## src/rtl/irq_pending_capture_pkg.sv

```systemverilog
// irq_pending_capture_pkg: shared FSM encoding and default line count
package irq_pending_capture_pkg;

    localparam int N_DEFAULT = 4;

    typedef enum logic {
        ST_IDLE    = 1'b0,
        ST_PRESENT = 1'b1
    } state_t;

endpackage

```

## src/rtl/irq_pending_capture_if.sv

```systemverilog
// irq_pending_capture_if: valid/ready index channel from capture stage to encoder
//   valid  master->slave  idx holds a pending request
//   ready  slave->master  consumer accepts when valid & ready
//   idx    master->slave  index of the presented request
interface irq_pending_capture_if
    import irq_pending_capture_pkg::*;
#(
    parameter int N = N_DEFAULT
);
    localparam int W = $clog2(N);
    logic         valid;
    logic         ready;
    logic [W-1:0] idx;
    modport master (output valid, output idx, input ready);
    modport slave  (input valid, input idx, output ready);
endinterface

```

## src/rtl/prio_pick_n.sv

```systemverilog
// prio_pick_n: highest set index of an N-bit vector plus any-set flag
//   i_vec  in   N  candidate vector
//   o_idx  out  W  highest set bit index (0 when none set)
//   o_any  out  1  at least one bit set
module prio_pick_n #(
    parameter  int N = 4,
    localparam int W = $clog2(N)
) (
    input  logic [N-1:0] i_vec,
    output logic [W-1:0] o_idx,
    output logic         o_any
);
    always_comb begin
        o_idx = '0;
        o_any = |i_vec;
        for (int i = 0; i < N; i++)
            if (i_vec[i]) o_idx = W'(i);
    end
endmodule

```

## src/rtl/irq_pending_capture.sv

```systemverilog
// irq_pending_capture: masked rising-edge capture into sticky pending bits, served highest-index first
//   clk        in   1  clock
//   rst        in   1  synchronous active-high reset
//   i_req_in   in   N  request levels, synchronous to clk
//   i_mask     in   N  1 = line enabled for capture
//   i_ov_clr   in   1  clears all overflow bits
//   o_pending  out  N  registered pending vector
//   o_overflow out  N  sticky: edge arrived on a line already pending
//   out_if     master  valid/ready/idx channel
module irq_pending_capture
    import irq_pending_capture_pkg::*;
#(
    parameter  int N = N_DEFAULT,
    localparam int W = $clog2(N)
) (
    input  logic                         clk,
    input  logic                         rst,
    input  logic [N-1:0]                 i_req_in,
    input  logic [N-1:0]                 i_mask,
    input  logic                         i_ov_clr,
    output logic [N-1:0]                 o_pending,
    output logic [N-1:0]                 o_overflow,
    irq_pending_capture_if.master        out_if
);
    state_t       r_state;
    state_t       w_state_nxt;
    logic [N-1:0] r_req_d;
    logic [N-1:0] r_pending;
    logic [N-1:0] r_overflow;
    logic         r_valid;
    logic [W-1:0] r_idx;
    logic         w_valid_nxt;
    logic [W-1:0] w_idx_nxt;
    logic [N-1:0] w_rise;
    logic [N-1:0] w_clr;
    logic [N-1:0] w_pending_nxt;
    logic [N-1:0] w_overflow_nxt;
    logic         w_hs;
    logic [W-1:0] w_pick_idx;
    logic         w_pick_any;

    prio_pick_n #(.N(N)) u_pick (
        .i_vec (r_pending),
        .o_idx (w_pick_idx),
        .o_any (w_pick_any)
    );

    assign w_rise = i_req_in & ~r_req_d & i_mask;
    assign w_hs   = r_valid & out_if.ready;
    assign w_clr  = w_hs ? (N'(1) << r_idx) : '0;
    // OR-ing the rise after the clear lets a same-cycle re-edge keep the bit pending
    assign w_pending_nxt  = (r_pending & ~w_clr) | w_rise;
    // a new overflow outranks a simultaneous ov_clr
    assign w_overflow_nxt = (i_ov_clr ? '0 : r_overflow) | (w_rise & r_pending & ~w_clr);

    always_comb begin
        w_state_nxt = r_state;
        w_valid_nxt = r_valid;
        w_idx_nxt   = r_idx;
        if (r_state == ST_IDLE) begin
            if (w_pick_any) begin
                w_state_nxt = ST_PRESENT;
                w_valid_nxt = 1'b1;
                w_idx_nxt   = w_pick_idx;
            end
        end else if (w_hs) begin
            w_state_nxt = ST_IDLE;
            w_valid_nxt = 1'b0;
        end
    end

    always_ff @(posedge clk) begin
        if (rst) begin
            r_state    <= ST_IDLE;
            r_req_d    <= '0;
            r_pending  <= '0;
            r_overflow <= '0;
            r_valid    <= 1'b0;
            r_idx      <= '0;
        end else begin
            r_state    <= w_state_nxt;
            r_req_d    <= i_req_in;
            r_pending  <= w_pending_nxt;
            r_overflow <= w_overflow_nxt;
            r_valid    <= w_valid_nxt;
            r_idx      <= w_idx_nxt;
        end
    end

    assign o_pending    = r_pending;
    assign o_overflow   = r_overflow;
    assign out_if.valid = r_valid;
    assign out_if.idx   = r_idx;
endmodule

```

## src/flat_wrapper.sv

```systemverilog
// flat-port wrapper written by rule: the top's interface ports become plain ports
module irq_pending_capture_flat import irq_pending_capture_pkg::*;
#(
    parameter  int N = N_DEFAULT,
    localparam int W = $clog2(N)
)
  (clk, rst, i_req_in, i_mask, i_ov_clr, o_pending, o_overflow, out_if_valid, out_if_idx, out_if_ready);
  irq_pending_capture_if #(.N(N)) out_if_i ();
  input  logic clk;
  input  logic rst;
  input  logic [N-1:0] i_req_in;
  input  logic [N-1:0] i_mask;
  input  logic i_ov_clr;
  output logic [N-1:0] o_pending;
  output logic [N-1:0] o_overflow;
  output wire logic [$bits(out_if_i.valid)-1:0] out_if_valid;
  output wire logic [$bits(out_if_i.idx)-1:0] out_if_idx;
  input wire logic [$bits(out_if_i.ready)-1:0] out_if_ready;
  assign out_if_valid = out_if_i.valid;
  assign out_if_idx = out_if_i.idx;
  assign out_if_i.ready = out_if_ready;
  irq_pending_capture #(.N(N)) u_core (.clk(clk), .rst(rst), .i_req_in(i_req_in), .i_mask(i_mask), .i_ov_clr(i_ov_clr), .o_pending(o_pending), .o_overflow(o_overflow), .out_if(out_if_i));
endmodule
```

## config.mk

```make
export PLATFORM = sky130hd
export DESIGN_NAME = irq_pending_capture_flat
export DESIGN_NICKNAME = d
export VERILOG_FILES = /design/src/rtl/irq_pending_capture_pkg.sv /design/src/rtl/irq_pending_capture_if.sv /design/src/rtl/prio_pick_n.sv /design/src/rtl/irq_pending_capture.sv /design/src/flat_wrapper.sv
export SDC_FILE = /design/constraint.sdc
export NUM_CORES = 1
export LEC_CHECK = 0
export CAP_MARGIN = 20
export CORE_UTILIZATION = 37
export CTS_CLUSTER_SIZE = 16
export DETAILED_ROUTE_END_ITERATION = 7
export PLACE_DENSITY = 0.69
export SYNTH_ARGS = -nofsm -noshare
export SYNTH_HDL_FRONTEND = slang
export SYNTH_HIERARCHICAL = 1
export SYNTH_SLANG_ARGS = --single-unit
```

## constraint.sdc

```tcl
create_clock -name clk -period 1.3 [get_ports clk]
set_input_delay 0.195 -clock clk [delete_from_list [all_inputs] [get_ports clk]]
set_output_delay 0.195 -clock clk [all_outputs]
set_load 0.005 [all_outputs]
```

======== Yosys cells after proc, flatten, opt, wreduce, memory -nomap -nowiden ========
Cells that the tools add are included.
storage, ports and cells
  output and inout port bits .............. 11
  flip-flop bits (word level) ............. 16
  bits of input ports ..................... 12
  logic and storage cells ................. 34
operators by class
  bitwise gates (word level) .............. 11
  equal/unequal tests ..................... 1
  reduce and logical (&&, ||, !) cells .... 4
  mux-type cells .......................... 11
  shifts and indexed selects .............. 1
operator list
  operator               count
  $and A4 B4 Y4          5
  $mux W4                2
  $not A4 Y4             2
  $or A4 B4 Y4           2
  $mux W1                7
  $mux W2                2
  $reduce_and A2 Y1      2
  $reduce_or A4 Y1       1
  $shl A1 B2 Y4 const A  1
  $ne A2 B2 Y1 const B   1
  $reduce_bool A2 Y1     1
  $and A1 B1 Y1          1
  $not A1 Y1             1

======== Longest topological paths before layout ========
Gate-level depths: netlist of run 1.
  word-level depth ........................ 6
  depth in mapped cells ................... 5
  gate-level depth less buffers ........... 5

======== Cells and area by module ========
The synthesis of run 1 kept the hierarchy.
modules (own cells, without submodules)
  module               cells an instance  area an instance (µm²)  sequential area each (µm²)  times used
  irq_pending_capture  55                 588.1                   320.3                       1
  prio_pick_n          4                  23.8                    0.0                         1

======== Worst setup path before layout of run 1 ========
OpenSTA, ideal clock, no wires.
  path type ............................... reg2reg
  start point ............................. register u_core.r_pending[3], in the netlist u_core/o_pending[3]
  end point ............................... register u_core.r_idx[0], in the netlist u_core/out_if.idx[0]
  stages on the path, launching flop included .. 6
  arrival ................................. 1181 ps
  setup time .............................. 114 ps
  setup slack ............................. 5 ps
  period minus slack after synthesis ...... 1295 ps
  buffers on the path ..................... 0
  data required time ...................... 1186 ps
  cell sequence ........................... dfxtp_1 or2_1 or3_1 nor2b_2 mux2i_1 nor2_1
between the ends
  longest elaborated chain between the ends .. 2
  elaborated cells between the ends (all ways) .. 3
  those cells by class .................... mux: 1; reduce/logical: 2
RTL lines
  item                                line                       source
  start, declared                     irq_pending_capture.sv:28  logic [N-1:0] r_pending;
  start signal, assigned              irq_pending_capture.sv:83  r_pending <= w_pending_nxt;
  $reduce_or A4 Y1                    prio_pick_n.sv:15          o_any = |i_vec;
  via u_core.w_pick_any               irq_pending_capture.sv:40  logic w_pick_any;
  $reduce_and A2 Y1 (no source line)  -
  end signal, assigned                irq_pending_capture.sv:86  r_idx <= w_idx_nxt;
  end, declared                       irq_pending_capture.sv:31  logic [W-1:0] r_idx;
The timed path passes the listed nets, and every way through them passes these cells.
A chain may end at the register's enable or synchronous reset.

======== Final worst setup path of run 1 ========
  start point ............................. register u_core.r_pending[2], in the netlist u_core/o_pending[2]
  end point ............................... register u_core.r_idx[1], in the netlist u_core/out_if.idx[1]
between the ends
  longest elaborated chain between the ends .. 2
  elaborated cells between the ends (all ways) .. 4
  those cells by class .................... mux: 2; reduce/logical: 2
RTL lines
  item                      line                       source
  $mux W2 (2 in a row)      prio_pick_n.sv:17          if (i_vec[i]) o_idx = W'(i);
  via u_core.w_pick_idx[1]  irq_pending_capture.sv:39  logic [W-1:0] w_pick_idx;
The timed path passes the listed nets, and every way through them passes these cells.

==> impl_results.md, run 1 <==
* Clock transition at the registers of the reported paths at 80 ps
* Area contributors post-synth: sky130_fd_sc_hd__dfxtp_1 52%, sky130_fd_sc_hd__o31ai_1 7.4%, sky130_fd_sc_hd__and2b_2 5.7%
* Root buf cell: sky130_fd_sc_hd__clkbuf_4
* First-pass iteration count of the detailed router at 4
* Number of buffers created by CTS at 3
* Kind of critical path: register to register
* CP max FO at 4
* Syn_nets at 71
* Largest net degree at the start of global routing at 15
* Effective utilization at floorplan at 0.401
* Worst clock skew at 1.68 ps
* Average wire per cell in the routed design at 12.4 um
* MaxCap Viol Count at 0
* Instance count of the mapped netlist at 59
* Post-synthesis sequential area ratio at 0.524
* Pre-CTS setup slack at -36.8 ps
* Number of global-route vias before repair at 516
* Kind of end point of the critical path: register
* Wire length of the first global-routing pass at 2.12 mm
* Worst hold slack at 516 ps
* Clock latency on the worst-skew pair at 270 ps
* Cell-by-cell listing of the critical path: or2_1 > or3_1 > nor2b_4 > mux2i_1 > nor2_1
* Via density at 5.12
* Area of the die at 1820 um2
* Warnings from Yosys at 6
* Setup WS post-layout at -31.6 ps
* Antenna Cells at 0
* Hold Crit Class: input port to register
* Compound-gate portion of the synthesized area at 0.151
* Post-route clock period utilization at 1.02
* Slowest cell on the critical path: sky130_fd_sc_hd__dfxtp_2
* Worst voltage drop across the vdd grid at 0.000546 V
* Syn Std Cell Area at 612 um2
* DR DRC count at 0
* Final weighted congestion of routability-driven global placement at 0.780
* Dominant combinational cell family by area after synthesis: simple AND/OR/NAND/NOR gates
* Signal arrival time at the worst endpoint at 1510 ps
* Area inside the core boundary at 1520 um2
* Synthesized-area fraction occupied by and/or/nand/nor cells at 0.243
* Total cell area at the placement stage at 867 um2
* Cell type contributing the most total cell area after synthesis: sky130_fd_sc_hd__dfxtp_1
* DIE WIDTH at 42.7 um
* Layout overhead on the synthesized area at 51.1%
* Failing checks: setup timing
* Final Routed Wirelength at 1.33 mm
* Number of buffers on the longest clock path at 2
* Total congestion overflow at 0
* Max incr delay on CP at 330 ps
* Status: finished with violations
* Share of the synthesized netlist area taken by xor and xnor gates at 0
* Clock H-tree levels at 1
* Number of placement rows at 14
* Fmax at 0.751 GHz
* Number of nets with antenna violations after routing at 0
* Die outline height at 42.7 um
* Port Buf Inserts at 22
* Pleak at 0.432 nW
* Critical path data required time at 1480 ps
* Global-route usage over all layers at 0.158
* CTS tree: built
* Worst rel slew slack at 0.796
* Share of the synthesized area in the top cell type at 0.524
* Crit path launch type: register
* Synth unique cells at 18
* Antenna violations before repair at 0
* Total half-perimeter wirelength after legalization and detailed placement at 948 um
* Setup repair after global routing missed its margin: true
* Syn avg cell area at 10.4 um2
* Number of max-slew violations in the final report at 0
* Post-CTS Hold Fix Bufs at 0
* Adder and majority gate portion of the synthesized area at 0
* Total placed cells including tap cells at 100
* Final standard cell count with taps included and fillers excluded at 107
* Ratio of total power to cell area at 1060 nW/um2
* Final Net Count at 105
* Proportion of synthesized area in mux cells at 0.0327
* FF+latch count, synth at 16
* Number of setup violations in the final report at 3
* Count of endpoints failing hold in the final timing report at 0
* TritonCTS Sinks at 16
* Area of all placed cells without fillers at 925 um2
* Ratio of cells with drive above 1 in the final layout at 0.286
* Tightest Pin Transition at 303 ps
* Iteration-0 DRC Markers at 11
* Num ports at 23
* Clock period minus final worst setup slack at 1330 ps
* Number of vias after detailed routing at 548
layout make-up:
class | instances | area [um2]
fillers | 146 | 599
flip-flops and latches | 16 | 330
repair buffers | 31 | 278
multi-input cells | 39 | 267
clock buffers | 3 | 22.5
well taps | 16 | 20.0
inverters | 2 | 7.51
worst max-delay path: cells and delay by family (launching register included):
kind / cells / cell delay [ps]
muxes: 1 / 140
and+or+nand+nor: 4 / 750
DFF: 1 / 330
per-stage QoR:
stage / utilization / setup TNS [ps] / power, mW
CTS: 0.605 / -1.69 / 0.997
global placement: 0.569 / -113 / 0.733
finish: 0.607 / -62.2 / 0.983
global route: 0.607 / -304 / 1.04
detailed placement: 0.569 / -179 / 0.736
floorplan: - / 0 / 0.634
report_power, final:
part           leakage (nW)  switching [mW]  total, mW  internal, mW
Clock                0.0138           0.137      0.245         0.107
Sequential            0.135          0.0203      0.546         0.525
Combinational         0.283          0.0756      0.193         0.117
metal layers:
metal	GRT usage	share of wire
met5	0	0
met1	0.193	0.46
met4	0.113	0.0075
met3	0.0255	0.056
met2	0.248	0.47
registers in the layout, summed over array words and instances (netlist names):
signal / cells
u_core/r_state: 1
u_core/o_pending: 4
u_core/o_overflow: 4
u_core/out_if.valid: 1
u_core/r_req_d: 4
u_core/out_if.idx: 2
repair_timing:
item | 4_1_cts | 5_1_grt
pin swaps | 1 | 0
setup buffers | 4 | 0
gates resized for setup | 19 | 1
endpoints found under the setup margin | 13 | 5
logic make-up (layout without fill, tap and decap cells):
kind of cell	count (synthesis)	in the layout
AOI/OAI and AO/OA	15	15
and+or+nand+nor	22	22
buffers and inverters	4	36
muxes	2	2
DFF	16	16
placed cells by master (no fill, tap or decap):
cell                              count
sky130_fd_sc_hd__or3b_1               3
sky130_fd_sc_hd__nand2_1              2
sky130_fd_sc_hd__nand3b_1             4
sky130_fd_sc_hd__clkdlybuf4s50_1     11
sky130_fd_sc_hd__or3_1                1
sky130_fd_sc_hd__or2_1                1
sky130_fd_sc_hd__o31ai_1              6
sky130_fd_sc_hd__dfxtp_2              8
sky130_fd_sc_hd__mux2i_1              2
sky130_fd_sc_hd__dfxtp_1              8
sky130_fd_sc_hd__and2b_2              4
sky130_fd_sc_hd__nand3_1              1
sky130_fd_sc_hd__inv_1                2
sky130_fd_sc_hd__or3b_2               1
sky130_fd_sc_hd__a21o_1               1
sky130_fd_sc_hd__dlygate4sd2_1       10
sky130_fd_sc_hd__o21ai_0              2
sky130_fd_sc_hd__dlymetal6s2s_1       1
sky130_fd_sc_hd__nor2_1               4
sky130_fd_sc_hd__nor2b_4              1
sky130_fd_sc_hd__clkbuf_4             3
sky130_fd_sc_hd__buf_4                9
sky130_fd_sc_hd__a21oi_1              6
synthesized netlist by cell type:
cell type                  count
sky130_fd_sc_hd__or3_1         1
sky130_fd_sc_hd__or3b_1        3
sky130_fd_sc_hd__nor2b_2       1
sky130_fd_sc_hd__buf_6         2
sky130_fd_sc_hd__dfxtp_1      16
sky130_fd_sc_hd__or3b_2        1
sky130_fd_sc_hd__mux2i_1       2
sky130_fd_sc_hd__o21ai_0       2
sky130_fd_sc_hd__and2b_2       4
sky130_fd_sc_hd__a21o_1        1
sky130_fd_sc_hd__inv_1         2
sky130_fd_sc_hd__nand3b_1      4
sky130_fd_sc_hd__nand3_1       1
sky130_fd_sc_hd__nor2_1        4
sky130_fd_sc_hd__or2_1         1
sky130_fd_sc_hd__a21oi_1       6
sky130_fd_sc_hd__o31ai_1       6
sky130_fd_sc_hd__nand2_1       2
path summary, 6_finish.rpt:
| kind | from | endpoint | slack, ps | cells after the start |
|---|---|---|---|---|
| setup / recovery | u_core/o_pending[2]$_SDFF_PP0_ | u_core/out_if.idx[1]$_SDFFE_PP0P_ | -30 | 5 |
| hold reg to reg | u_core/out_if.valid$_SDFFE_PP0P_ | u_core/out_if.valid$_SDFFE_PP0P_ | 520 | 2 |
| hold / removal | i_mask[3] | u_core/o_pending[3]$_SDFF_PP0_ | 520 | 3 |
| setup reg to reg | u_core/o_pending[2]$_SDFF_PP0_ | u_core/out_if.idx[1]$_SDFFE_PP0P_ | -30 | 5 |
No activity file was read; power rests on OpenSTA's default activity.
==> run 2: changes to the inputs <==
--- a/config.mk
+++ b/config.mk
@@ -6,6 +6,7 @@
 export NUM_CORES = 1
 export LEC_CHECK = 0
 export CAP_MARGIN = 20
+export CORE_MARGIN = 2
 export CORE_UTILIZATION = 37
 export CTS_CLUSTER_SIZE = 16
 export DETAILED_ROUTE_END_ITERATION = 7
==> run 2 against run 1 <==
Compared with the run above:
- the flow still finishes with violations (setup timing)
- flip-flop and latch count stayed put
- cell area increased by 2.7%
- count of clock-buffer cells in the layout grew 1
- non-clock buffer count up 2
- register-to-register slack worse by 40 ps
- wire length increased by 0.30%
- first-iteration DRC count fell by 73%
- clock skew about the same
- core utilization up 1.6 points
- maximum frequency is 3.3% lower
- sequential power decreased by 0.7%
- largest power group unchanged
==> impl_results.md, run 2 (synthesized netlist as in run 1, its figures left out) <==
* Combinational share of power at 0.191 (-0.005)
* Ratio of total power to cell area at 1120 nW/um2 (+4.9%)
* Port Buf Inserts at 22 (unchanged)
* Total half-perimeter wirelength after legalization and detailed placement at 1.04 mm (+9.9%)
* Antenna violations before repair at 0 (unchanged)
* Number of setup violations in the final report at 4 (+1)
* Worst voltage drop across the vdd grid at 0.000694 V (+27%)
* Number of buffers created by CTS at 3 (unchanged)
* Effective utilization at floorplan at 0.401 (unchanged)
* Commonest cells after routing, fill and taps aside: 11 x sky130_fd_sc_hd__clkdlybuf4s50_1, 11 x sky130_fd_sc_hd__dlygate4sd2_1, 11 x sky130_fd_sc_hd__buf_4, 8 x sky130_fd_sc_hd__dfxtp_1, 8 x sky130_fd_sc_hd__dfxtp_2
* Reg-to-reg critical path startpoint: u_core/o_pending[2]$_SDFF_PP0_
* Final standard cell count with taps included and fillers excluded at 110 (+2.8%)
* Clock H-tree levels at 1 (unchanged)
* CTS tree: built
* Number of max-slew violations in the final report at 0 (unchanged)
* Layout overhead on the synthesized area at 55.2%
* Die outline height at 44.7 um (+4.7%)
* Pleak at 0.437 nW (+1.2%)
* Final Routed Wirelength at 1.33 mm (+0.30%)
* First-pass iteration count of the detailed router at 2 (-2)
* Net switching share of the total power at 0.228 (-0.00914)
* Signal arrival time at the worst endpoint at 1550 ps (+40 ps)
* TritonCTS Sinks at 16 (unchanged)
* Clock network fraction of total power at 0.297 (+0.048)
* Setup repair after global routing missed its margin: true
* Number of buffers on the longest clock path at 2 (unchanged)
* Failing checks: setup timing
* Terminus of the critical flop-to-flop path: u_core/out_if.idx[1]$_SDFFE_PP0P_
* Kind of end point of the critical path: register
* Number of nets with antenna violations after routing at 0 (unchanged)
* Clock transition at the registers of the reported paths at 90 ps (about the same)
* CP max FO at 4 (unchanged)
* Clock period minus final worst setup slack at 1380 ps (+44.9 ps)
* Switching power total at 241 uW (+3.6%)
* Number of global-route vias before repair at 577 (+12%)
* Ratio of cells with drive above 1 in the final layout at 0.309 (+0.0228)
* Area of the die at 1990 um2 (+9.6%)
* DIE WIDTH at 44.7 um (+4.7%)
* Count of endpoints failing hold in the final timing report at 0 (unchanged)
* Fmax at 0.726 GHz (-3.3%)
* MaxCap Viol Count at 0 (unchanged)
* Wire length of the first global-routing pass at 2.41 mm (+14%)
* Area inside the core boundary at 1520 um2 (unchanged)
* Number of placement rows at 14 (unchanged)
* Total congestion overflow at 0 (unchanged)
* Num ports at 23 (unchanged)
* Tightest Pin Transition at 337 ps (+34.7 ps)
* DR DRC count at 0 (unchanged)
* Post-CTS Hold Fix Bufs at 0 (unchanged)
* Iteration-0 DRC Markers at 3 (-8)
* Average wire per cell in the routed design at 12.1 um (-2.4%)
* Root buf cell: sky130_fd_sc_hd__clkbuf_4
* Worst clock skew at 1.62 ps (-0.0614 ps)
* Largest net degree at the start of global routing at 13 (-2)
* Source of the critical timing path: u_core/o_pending[2]$_SDFF_PP0_
* Path depth of the worst reg2reg path at 5 (unchanged)
* Hold_sp: i_mask[0]
* Global-route usage over all layers at 0.164 (+0.00634)
* Via density at 5.08 (-0.77%)
* Critical path data required time at 1470 ps (about the same)
* Total placed cells including tap cells at 101 (+1.0%)
* Hold Crit Class: input port to register
* Final Net Count at 107 (+1.9%)
* Post-route clock period utilization at 1.06 (+0.0346)
* Final weighted congestion of routability-driven global placement at 0.768 (-1.5%)
* Setup crit end: u_core/out_if.idx[1]$_SDFFE_PP0P_
* Antenna Cells at 0 (unchanged)
* Worst hold slack at 511 ps (-4.88 ps)
* Worst rel slew slack at 0.773 (-0.0234)
* Layout Utilization at 0.623 (+0.0164)
* Kind of critical path: register to register
* Status: finished with violations
* Number of vias after detailed routing at 559 (+2.0%)
* Internal power at 818 uW (+9.0%)
* Crit path launch type: register
* Internal reg-to-reg setup slack at -80 ps (-40 ps)
* Setup WS post-layout at -76.5 ps (-44.9 ps)
* Proportion of power drawn by flip-flops and latches at 0.512 (-0.043)
* Clock latency on the worst-skew pair at 270 ps (about the same)
-- run 2: worst min-delay path by stage --
stage	endpoint	cells after the start
final	u_core/o_pending[0]$_SDFF_PP0_	3
after global routing	u_core/o_pending[2]$_SDFF_PP0_	3
after CTS	u_core/o_pending[3]$_SDFF_PP0_	3
after detailed placement	u_core/o_pending[0]$_SDFF_PP0_	2
after global placement	u_core/o_pending[0]$_SDFF_PP0_	2
after floorplan	u_core/r_req_d[0]$_SDFF_PP0_	1
-- run 2: through the flow --
| stage | instance area, um2 | power [mW] | setup WS, ps | setup TNS [ps] |
|---|---|---|---|---|
| 6_report | 950 | 1.06 | -76.5 | -150 |
| 5_1_grt | 950 | 1.12 | -129 | -380 |
| 4_1_cts | 950 | 1.07 | -52.3 | -104 |
| 3_5_place_dp | 875 | 0.741 | -72.4 | -491 |
| 3_3_place_gp | 875 | 0.736 | -55.0 | -189 |
| 2_1_floorplan | 612 | 0.634 | 4.94 | 0 |
-- run 2: metal layers --
layer,wire length (um),share of wire,track usage
met1,567,0.43,0.193
met2,683,0.51,0.287
met3,72,0.054,0.0286
met4,10,0.0075,0.0727
met5,0,0,0
-- run 2: layout make-up --
class	instances	area [um2]
clock buffer	4	36.3
fill	157	574
inverter	2	7.51
multi-input combinational	39	267
sequential	16	330
tap	16	20.0
timing repair buffer	33	289
-- run 2: critical path, cell delays in order, from the launching register on --
cell and delay, ps:
sky130_fd_sc_hd__dfxtp_2 330, sky130_fd_sc_hd__or2_1 250, sky130_fd_sc_hd__or3_1 320, sky130_fd_sc_hd__nor2b_4 150, sky130_fd_sc_hd__mux2i_1 160, sky130_fd_sc_hd__nor2_1 70
-- run 2: repair_timing --
item	4_1_cts	5_1_grt
endpoints found under the setup margin	15	4
setup buffers	5	0
pin swaps	0	1
gates resized for setup	20	0
-- run 2: power by group through the flow --
stage	Combinational, mW	Clock (mW)	Sequential [mW]
4_1_cts	0.203	0.327	0.542
3_3_place_gp	0.181	0	0.555
5_1_grt	0.222	0.355	0.546
6_report	0.202	0.315	0.542
3_5_place_dp	0.184	0	0.556
2_1_floorplan	0.0794	0	0.555
